===== src/rtl/tri_pkg.sv =====
// Shared definitions for the triangle-rasterizer host: FSM state encoding,
// grid geometry and the pixel-index helper.
// Ports: none (package).
package tri_pkg;

    localparam int GRID    = 8;
    localparam int COORD_W = 3;
    localparam int PIX_W   = 2 * COORD_W;

    typedef enum logic [2:0] {
        ST_IDLE    = 3'd0,
        ST_SEND0   = 3'd1,
        ST_SEND1   = 3'd2,
        ST_SEND2   = 3'd3,
        ST_WAITB   = 3'd4,
        ST_COLLECT = 3'd5,
        ST_DONE    = 3'd6
    } tri_host_state_t;

    // Row-major pixel index: y*GRID + x, which for an 8x8 grid is {y, x}.
    function automatic logic [PIX_W-1:0] pix_idx(input logic [COORD_W-1:0] x,
                                                 input logic [COORD_W-1:0] y);
        return {y, x};
    endfunction

endpackage


===== src/rtl/tri_bitmap.sv =====
// Coverage bitmap with distinct-pixel counter; single-cycle test-and-set.
// Ports: clk/reset; clear (zero map and count), we + idx (mark one pixel);
//        bitmap (64-bit coverage), pix_cnt (0..64 distinct pixels).
module tri_bitmap
    import tri_pkg::*;
(
    input  logic                 clk,
    input  logic                 reset,
    input  logic                 clear,
    input  logic                 we,
    input  logic [PIX_W-1:0]     idx,
    output logic [GRID*GRID-1:0] bitmap,
    output logic [PIX_W:0]       pix_cnt
);

    always_ff @(posedge clk or posedge reset) begin
        if (reset) begin
            bitmap  <= '0;
            pix_cnt <= '0;
        end else if (clear) begin
            bitmap  <= '0;
            pix_cnt <= '0;
        end else if (we) begin
            bitmap[idx] <= 1'b1;
            // Only a previously clear bit counts, so repeated points are free.
            // At most 64 distinct bits exist, so the 7-bit count cannot wrap.
            if (!bitmap[idx]) begin
                pix_cnt <= pix_cnt + 1'b1;
            end
        end
    end

endmodule


===== src/rtl/tri_host.sv =====
// Host for the 8x8 triangle rasterizer: sends three vertices, collects the
// returned point stream into a coverage bitmap and pulses done per job.
// Ports: clk/reset; start + v0..v2 (job request); nt/xi/yi (vertex stream
//        out); busy/po/xo/yo (point stream in); ready, done, bitmap, pix_cnt,
//        err (status).
// Optional watchdog: define TRI_HOST_TIMEOUT_EN to bound WAITB (BUSY_WAIT
// cycles) and COLLECT (COLLECT_MAX cycles); otherwise err is tied low.
module tri_host
    import tri_pkg::*;
#(
    parameter int GRID        = 8,
    parameter int BUSY_WAIT   = 4,
    parameter int COLLECT_MAX = 128
) (
    input  logic               clk,
    input  logic               reset,
    input  logic               start,
    input  logic [COORD_W-1:0] v0x,
    input  logic [COORD_W-1:0] v0y,
    input  logic [COORD_W-1:0] v1x,
    input  logic [COORD_W-1:0] v1y,
    input  logic [COORD_W-1:0] v2x,
    input  logic [COORD_W-1:0] v2y,
    output logic               nt,
    output logic [COORD_W-1:0] xi,
    output logic [COORD_W-1:0] yi,
    input  logic               busy,
    input  logic               po,
    input  logic [COORD_W-1:0] xo,
    input  logic [COORD_W-1:0] yo,
    output logic               ready,
    output logic               done,
    output logic [63:0]        bitmap,
    output logic [6:0]         pix_cnt,
    output logic               err
);

    // The datapath is sized by the package; reject a mismatched override.
    if (GRID != tri_pkg::GRID || BUSY_WAIT < 1 || COLLECT_MAX < 1) begin : g_bad_cfg
        $error("tri_host: unsupported parameter combination");
    end

    tri_host_state_t    state;
    logic [COORD_W-1:0] v1x_q, v1y_q, v2x_q, v2y_q;
    logic               accept;
    logic               wd_hit;

    assign ready  = (state == ST_IDLE);
    assign accept = (state == ST_IDLE) && start;

`ifdef TRI_HOST_TIMEOUT_EN
    localparam int WD_MAX = (BUSY_WAIT > COLLECT_MAX) ? BUSY_WAIT : COLLECT_MAX;
    localparam int WD_W   = $clog2(WD_MAX + 1);

    logic [WD_W-1:0] wd_cnt;
    logic            wd_run;
    logic            err_q;

    // The counter only advances while still waiting; any progress (busy rising
    // in WAITB) or leaving the state restarts it from zero.
    assign wd_run = ((state == ST_WAITB) && !busy) || ((state == ST_COLLECT) && busy);
    assign wd_hit = ((state == ST_WAITB)   && !busy && (wd_cnt == WD_W'(BUSY_WAIT - 1))) ||
                    ((state == ST_COLLECT) &&  busy && (wd_cnt == WD_W'(COLLECT_MAX - 1)));

    always_ff @(posedge clk or posedge reset) begin
        if (reset) begin
            wd_cnt <= '0;
            err_q  <= 1'b0;
        end else begin
            wd_cnt <= wd_run ? wd_cnt + 1'b1 : '0;
            if (accept) begin
                err_q <= 1'b0;
            end else if (wd_hit) begin
                err_q <= 1'b1;
            end
        end
    end

    assign err = err_q;
`else
    assign wd_hit = 1'b0;
    assign err    = 1'b0;
`endif

    // Vertex outputs are registered one state ahead: the transition into SENDn
    // loads the value that is visible while in SENDn. V0 is driven straight
    // from the inputs at acceptance, so only V1 and V2 need holding.
    always_ff @(posedge clk or posedge reset) begin
        if (reset) begin
            state <= ST_IDLE;
            nt    <= 1'b0;
            xi    <= '0;
            yi    <= '0;
            done  <= 1'b0;
            v1x_q <= '0;
            v1y_q <= '0;
            v2x_q <= '0;
            v2y_q <= '0;
        end else begin
            nt   <= 1'b0;
            xi   <= '0;
            yi   <= '0;
            done <= 1'b0;
            unique case (state)
                ST_IDLE: begin
                    if (start) begin
                        v1x_q <= v1x;
                        v1y_q <= v1y;
                        v2x_q <= v2x;
                        v2y_q <= v2y;
                        nt    <= 1'b1;
                        xi    <= v0x;
                        yi    <= v0y;
                        state <= ST_SEND0;
                    end
                end
                ST_SEND0: begin
                    xi    <= v1x_q;
                    yi    <= v1y_q;
                    state <= ST_SEND1;
                end
                ST_SEND1: begin
                    xi    <= v2x_q;
                    yi    <= v2y_q;
                    state <= ST_SEND2;
                end
                ST_SEND2: begin
                    state <= ST_WAITB;
                end
                ST_WAITB: begin
                    if (busy) begin
                        state <= ST_COLLECT;
                    end else if (wd_hit) begin
                        done  <= 1'b1;
                        state <= ST_DONE;
                    end
                end
                ST_COLLECT: begin
                    if (!busy || wd_hit) begin
                        done  <= 1'b1;
                        state <= ST_DONE;
                    end
                end
                ST_DONE: begin
                    state <= ST_IDLE;
                end
                default: begin
                    state <= ST_IDLE;
                end
            endcase
        end
    end

    tri_bitmap u_bitmap (
        .clk     (clk),
        .reset   (reset),
        .clear   (accept),
        .we      ((state == ST_COLLECT) && busy && po),
        .idx     (pix_idx(xo, yo)),
        .bitmap  (bitmap),
        .pix_cnt (pix_cnt)
    );

endmodule


===== config.mk =====
export PLATFORM = sky130hd
export DESIGN_NAME = tri_host
export DESIGN_NICKNAME = d
export VERILOG_FILES = /design/src/rtl/tri_pkg.sv /design/src/rtl/tri_bitmap.sv /design/src/rtl/tri_host.sv
export SDC_FILE = /design/constraint.sdc
export NUM_CORES = 1
export LEC_CHECK = 0
export CORE_AREA = 3 3 99 101
export DETAILED_ROUTE_END_ITERATION = 10
export DIE_AREA = 0 0 102 104
export PLACE_DENSITY = 0.78
export SYNTH_ARGS = -nofsm -noshare
export SYNTH_HDL_FRONTEND = slang
export SYNTH_SLANG_ARGS = --single-unit

===== constraint.sdc =====
create_clock -name clk -period 4.3 [get_ports clk]
set_input_delay 0.86 -clock clk [delete_from_list [all_inputs] [get_ports clk]]
set_output_delay 0.86 -clock clk [all_outputs]
set_load 0.01 [all_outputs]

; Word-level counts from Yosys, hierarchy flattened
; Cells that the tools add are included.
[totals]
ff_bits = 94
output_inout_bits = 81
elab_cells = 54
[classes]
add_sub_neg = 1
order_cmp = 2
eq_ne = 9
n_mux = 21
bitwise_logic = 1
n_reduce_logical = 9
[op_table]
columns = op, n
row1 = $mux 64, 2
row2 = $or 64x64->64, 1
row3 = $mux 7, 3
row4 = $pmux 3 s3, 2
row5 = $pmux 3 s6, 1
row6 = $mux 3, 5
row7 = $ne 2x2->1 const B, 4
row8 = $add 7x1->7 const B, 1
row9 = $lt 6x7->1 const B, 1
row10 = $bmux 1 s6, 1
row11 = $demux 1 s6, 1
row12 = $eq 3x2->1 const B, 2
row13 = $eq 3x3->1 const B, 2
row14 = $ge 6x1->1 const B, 1
row15 = $mux 1, 6
row16 = $logic_and 1x1->1, 4
row17 = $reduce_and 2->1, 2
row18 = $eq 3x1->1 const B, 1
row19 = $logic_not 3->1, 1
row20 = $reduce_and 3->1, 1
row21 = $reduce_bool 2->1, 1

; Longest topological paths before layout
[depth]
ltp_word = 7
depth_mapped = 10

; Modules after synthesis
; From an unflattened synthesis, not the netlist that was laid out.
[hier_totals]
hier_cells = 430
hier_area_um2 = 4501.8
[modules_own_cells]
columns = mod, instances, cells_per_inst, area_each_um2, seq_area_each_um2
row1 = tri_bitmap, 1, 360, 3499.6, 1776.7
row2 = tri_host, 1, 70, 1002.2, 575.6

; Least setup slack after synthesis
; Ideal clock, no wire load.
[synth_path]
path_kind = input to register
startpoint = input xo[1]
endpoint = register u_bitmap.pix_cnt[5]
arrival_ns = 2.590
slack_ns = 1.588
cell_stages = 8
n_path_buf = 1
cell_sequence = buf_6 -> mux4_1 -> mux2_2 -> nand2_2 -> o211ai_2 -> or4_4 -> nand3_1 -> o21ai_1
[synth_via]
elab_chain_len = 4
[synth_lines]
columns = item, line_no
row1 = start: declaration, tri_host.sv:29  ; input logic [COORD_W-1:0] xo,
row2 = $bmux 1 s6, tri_bitmap.sv:27  ; if (!bitmap[idx]) begin
row3 = $mux 1 (not written as such), tri_bitmap.sv:27
row4 = $ne 2x2->1 (no line), --
row5 = $reduce_and 2->1 (no line), --
row6 = end signal: assignment, tri_bitmap.sv:28  ; pix_cnt <= pix_cnt + 1'b1;
row7 = end: declaration, tri_bitmap.sv:13  ; output logic [PIX_W:0] pix_cnt
; No other way between the ends. The select of a mux whose other input is x is not followed.
; A chain may end at the register's enable or synchronous reset.

; Worst setup path in the final report
[layout_path]
startpoint = input xo[0]
endpoint = register u_bitmap.pix_cnt[6]
; Same word-level chain as after synthesis.

==> metrics.txt <==
Port-buffer cells=108; Die Wd=102 µm; global-route wire length before repair=19900 µm; Worst slew margin=39.9%; Reg power frac=48.7%; wire per inst=18.6 µm; RSZ-0062 raised after global routing=false; CTS clk-pin slew, worst paths=0.08 ns; Crit path arrival time=3.57 ns; Worst Setup Slack post-DPL=0.672 ns; min-delay worst type=flip-flop to flip-flop; post-CTS setup buffer count=0; Biggest register=u_bitmap.bitmap; Boundary Pins=110; Vert. Die Dim=104 µm; leakage power=2.60 nW; Starting Density=47.8%; Die ar.=0.0106 mm²; post-synthesis net count=470; Post-Syn Area=0.00436 mm²; crit end category=flip-flop; Syn Area/Cell=9.90 µm²; Top FF cell, synth=dfrtp_1; critical path data required time=4.55 ns; clock skew=0.00708 ns; area fraction of the dominant cell type after synthesis=54.0%; clk root buf=clkbuf_8; Crit path largest cell delay=0.71 ns; CP Class=input pin to flip-flop; Max Clk Rate=0.302 GHz; period utilization=77.1%; worst-path maximum fanout=11; Final ANT Viol Nets=0; Final Max Slew Viols=0; CP startpoint kind=input pin; largest area contributor in the netlist=dfrtp_1; setup TNS=0 ns; Worst Tran Pin Value=0.899 ns; DRC=0; minimum clock period after layout=3.31 ns; area growth from synthesis to layout=30.9%; status=finished clean; cts hold-fix bufs=0; worst skew pair latency=0.36 ns; H-tree levels=3; Final Instance Area=0.00571 mm²; setup ws final=0.985 ns; PwrDens=377 mW/mm²; combinational share of power=22.3%; via density per instance=5.90; Seq/Total Area, Yosys=54.0%; Iteration-0 DRC Markers=416; GRT overflow=0; Final setup viols=0; largest net degree at the start of global routing=50; post-synthesis cell type count=58; n_diodes=0; GRT Total Usage=24.0%; initial antenna violation count=0; number of synthesized flops with an enable pin=0; Sw Pwr=0.000653 W; Gate Count Post-Synth=440; count leader, synth=dfrtp_1; drt pass-1 iters=5; share of cells above drive strength 1=8.94%; CTS tree=done; Vias=3887; Inserted Clock Buffers=9; power share of the clock group=29.0%; largest registers=u_bitmap.bitmap: 64 flops, u_bitmap.pix_cnt: 7 flops; GPL Wtd Cong=0.880; Warnings, synthesis=0; max reg flops=64; Max-Cap Viols=0; Peak supply drop=0.000181 V; CTS sink cnt=94; placed cell areas=0.00550 mm²; Final Core Density=62.6%; post-CTS sizing=0; slowest library cell on the worst path=clkdlybuf4s50_1; vias in the first global route=3871; Core Region=0.00911 mm²; row count=35; post-synthesis async set-or-reset flop share=100%; Nets=574; final WL=12200 µm; final hold violation count=0; Synth Register Bits=94; Sw Ratio=30.4%; Post-synth top cells=dfrtp_1 (94), nor2_1 (78), a21oi_1 (68); Synth area leaders=dfrtp_1 (54%), a21oi_1 (7.8%), nor2_1 (6.7%); worst-path cell chain=clkdlybuf4s50_1 > buf_4 > nor2b_1 > a22o_1 > a31oi_1 > and4_1 > nand4_2 > o31a_1 > o21a_1; Internal Power=0.00150 W; dpl hpwl=8710 µm; Max clock buf depth=2
[worst paths after layout]
check / from / to / slack (ns) / depth (start not counted)
worst min-delay path: v1y_q[2] / v1y_q[2] / 0.49 / 2
worst max-delay path: xo[0] / u_bitmap.pix_cnt[6] / 0.99 / 9
worst min register to register: v1y_q[2] / v1y_q[2] / 0.49 / 2
min in group asynchronous: reset / u_bitmap.bitmap[43] / 0.96 / 2
worst max register to register: state[1] / u_bitmap.bitmap[50] / 1.80 / 5
max in group asynchronous: reset / u_bitmap.pix_cnt[5] / 2.52 / 3
[stage by stage]
stage	std cells	power, W	hold WS, ns
2_1_floorplan	440	0.00135	0.445
3_3_place_gp	644	0.00152	0.460
3_5_place_dp	644	0.00154	0.469
4_1_cts	659	0.00216	0.491
5_1_grt	659	0.00226	0.522
6_report	659	0.00215	0.492
[critical path: cells and delay by family]
kind	cells	cell delay (ns)
compound gates	4	1.00
buf+inv	2	1.03
simple gates	3	0.66
[layer usage]
metal | GRT usage, % | wire length [µm]
met4 | 8.81 | 319
met2 | 36.3 | 5940
met3 | 5.30 | 911
met1 | 34.0 | 5070
met5 | 0 | 0
[kinds of logic after synthesis]
| logic type | after synthesis | share of synthesized area (%) |
|---|---|---|
| other cells | 1 | 0.0861 |
| flops | 94 | 54.0 |
| buf+inv | 41 | 5.05 |
| simple gates | 180 | 19.2 |
| xor+xnor | 1 | 0.201 |
| compound gates | 104 | 14.8 |
| fa+ha+maj | 1 | 0.287 |
| mux | 18 | 6.43 |
[area by class of cell]
| cell class | instances | area, µm² |
|---|---|---|
| clock buffers | 11 | 131 |
| clock inverters | 4 | 72.6 |
| fillers | 801 | 3400 |
| inverters | 14 | 53.8 |
| multi-input cells | 305 | 1790 |
| flip-flops and latches | 94 | 2350 |
| well taps | 111 | 139 |
| repair buffers | 120 | 1170 |
[layout by cell type (no fill, tap or decap), drive strengths merged, types with 2 or more instances in the layout]
cell | netlist | routed
nor2 | 78 | 78
mux2 | 4 | 4
nor3 | 6 | 6
mux2i | 7 | 7
mux4 | 7 | 7
or3 | 3 | 3
nor2b | 3 | 3
nand4 | 4 | 4
nand3b | 2 | 2
nand3 | 8 | 8
and2 | 3 | 3
a31oi | 3 | 3
inv | 14 | 13
o2bb2ai | 3 | 3
nand2 | 48 | 48
or4 | 2 | 2
nor3b | 3 | 3
nor4 | 4 | 4
o211ai | 2 | 2
a222oi | 6 | 6
buf | 22 | 12
and4 | 2 | 2
clkbuf | 5 | 11
bufinv | 0 | 2
clkinv | 0 | 2
a21oi | 68 | 68
dfrtp | 94 | 94
a211oi | 2 | 2
nand2b | 7 | 7
clkdlybuf4s50 | 0 | 108
or2 | 2 | 2
o21ai | 9 | 9
[power by group through the flow]
stage	logic [W]	clock network, W	registers [W]
2_1_floorplan	0.000288	0	0.00106
3_3_place_gp	0.000460	0	0.00106
3_5_place_dp	0.000479	0	0.00106
4_1_cts	0.000482	0.000632	0.00105
5_1_grt	0.000531	0.000666	0.00106
6_report	0.000479	0.000624	0.00105
No activity file was read; power rests on OpenSTA's default activity.
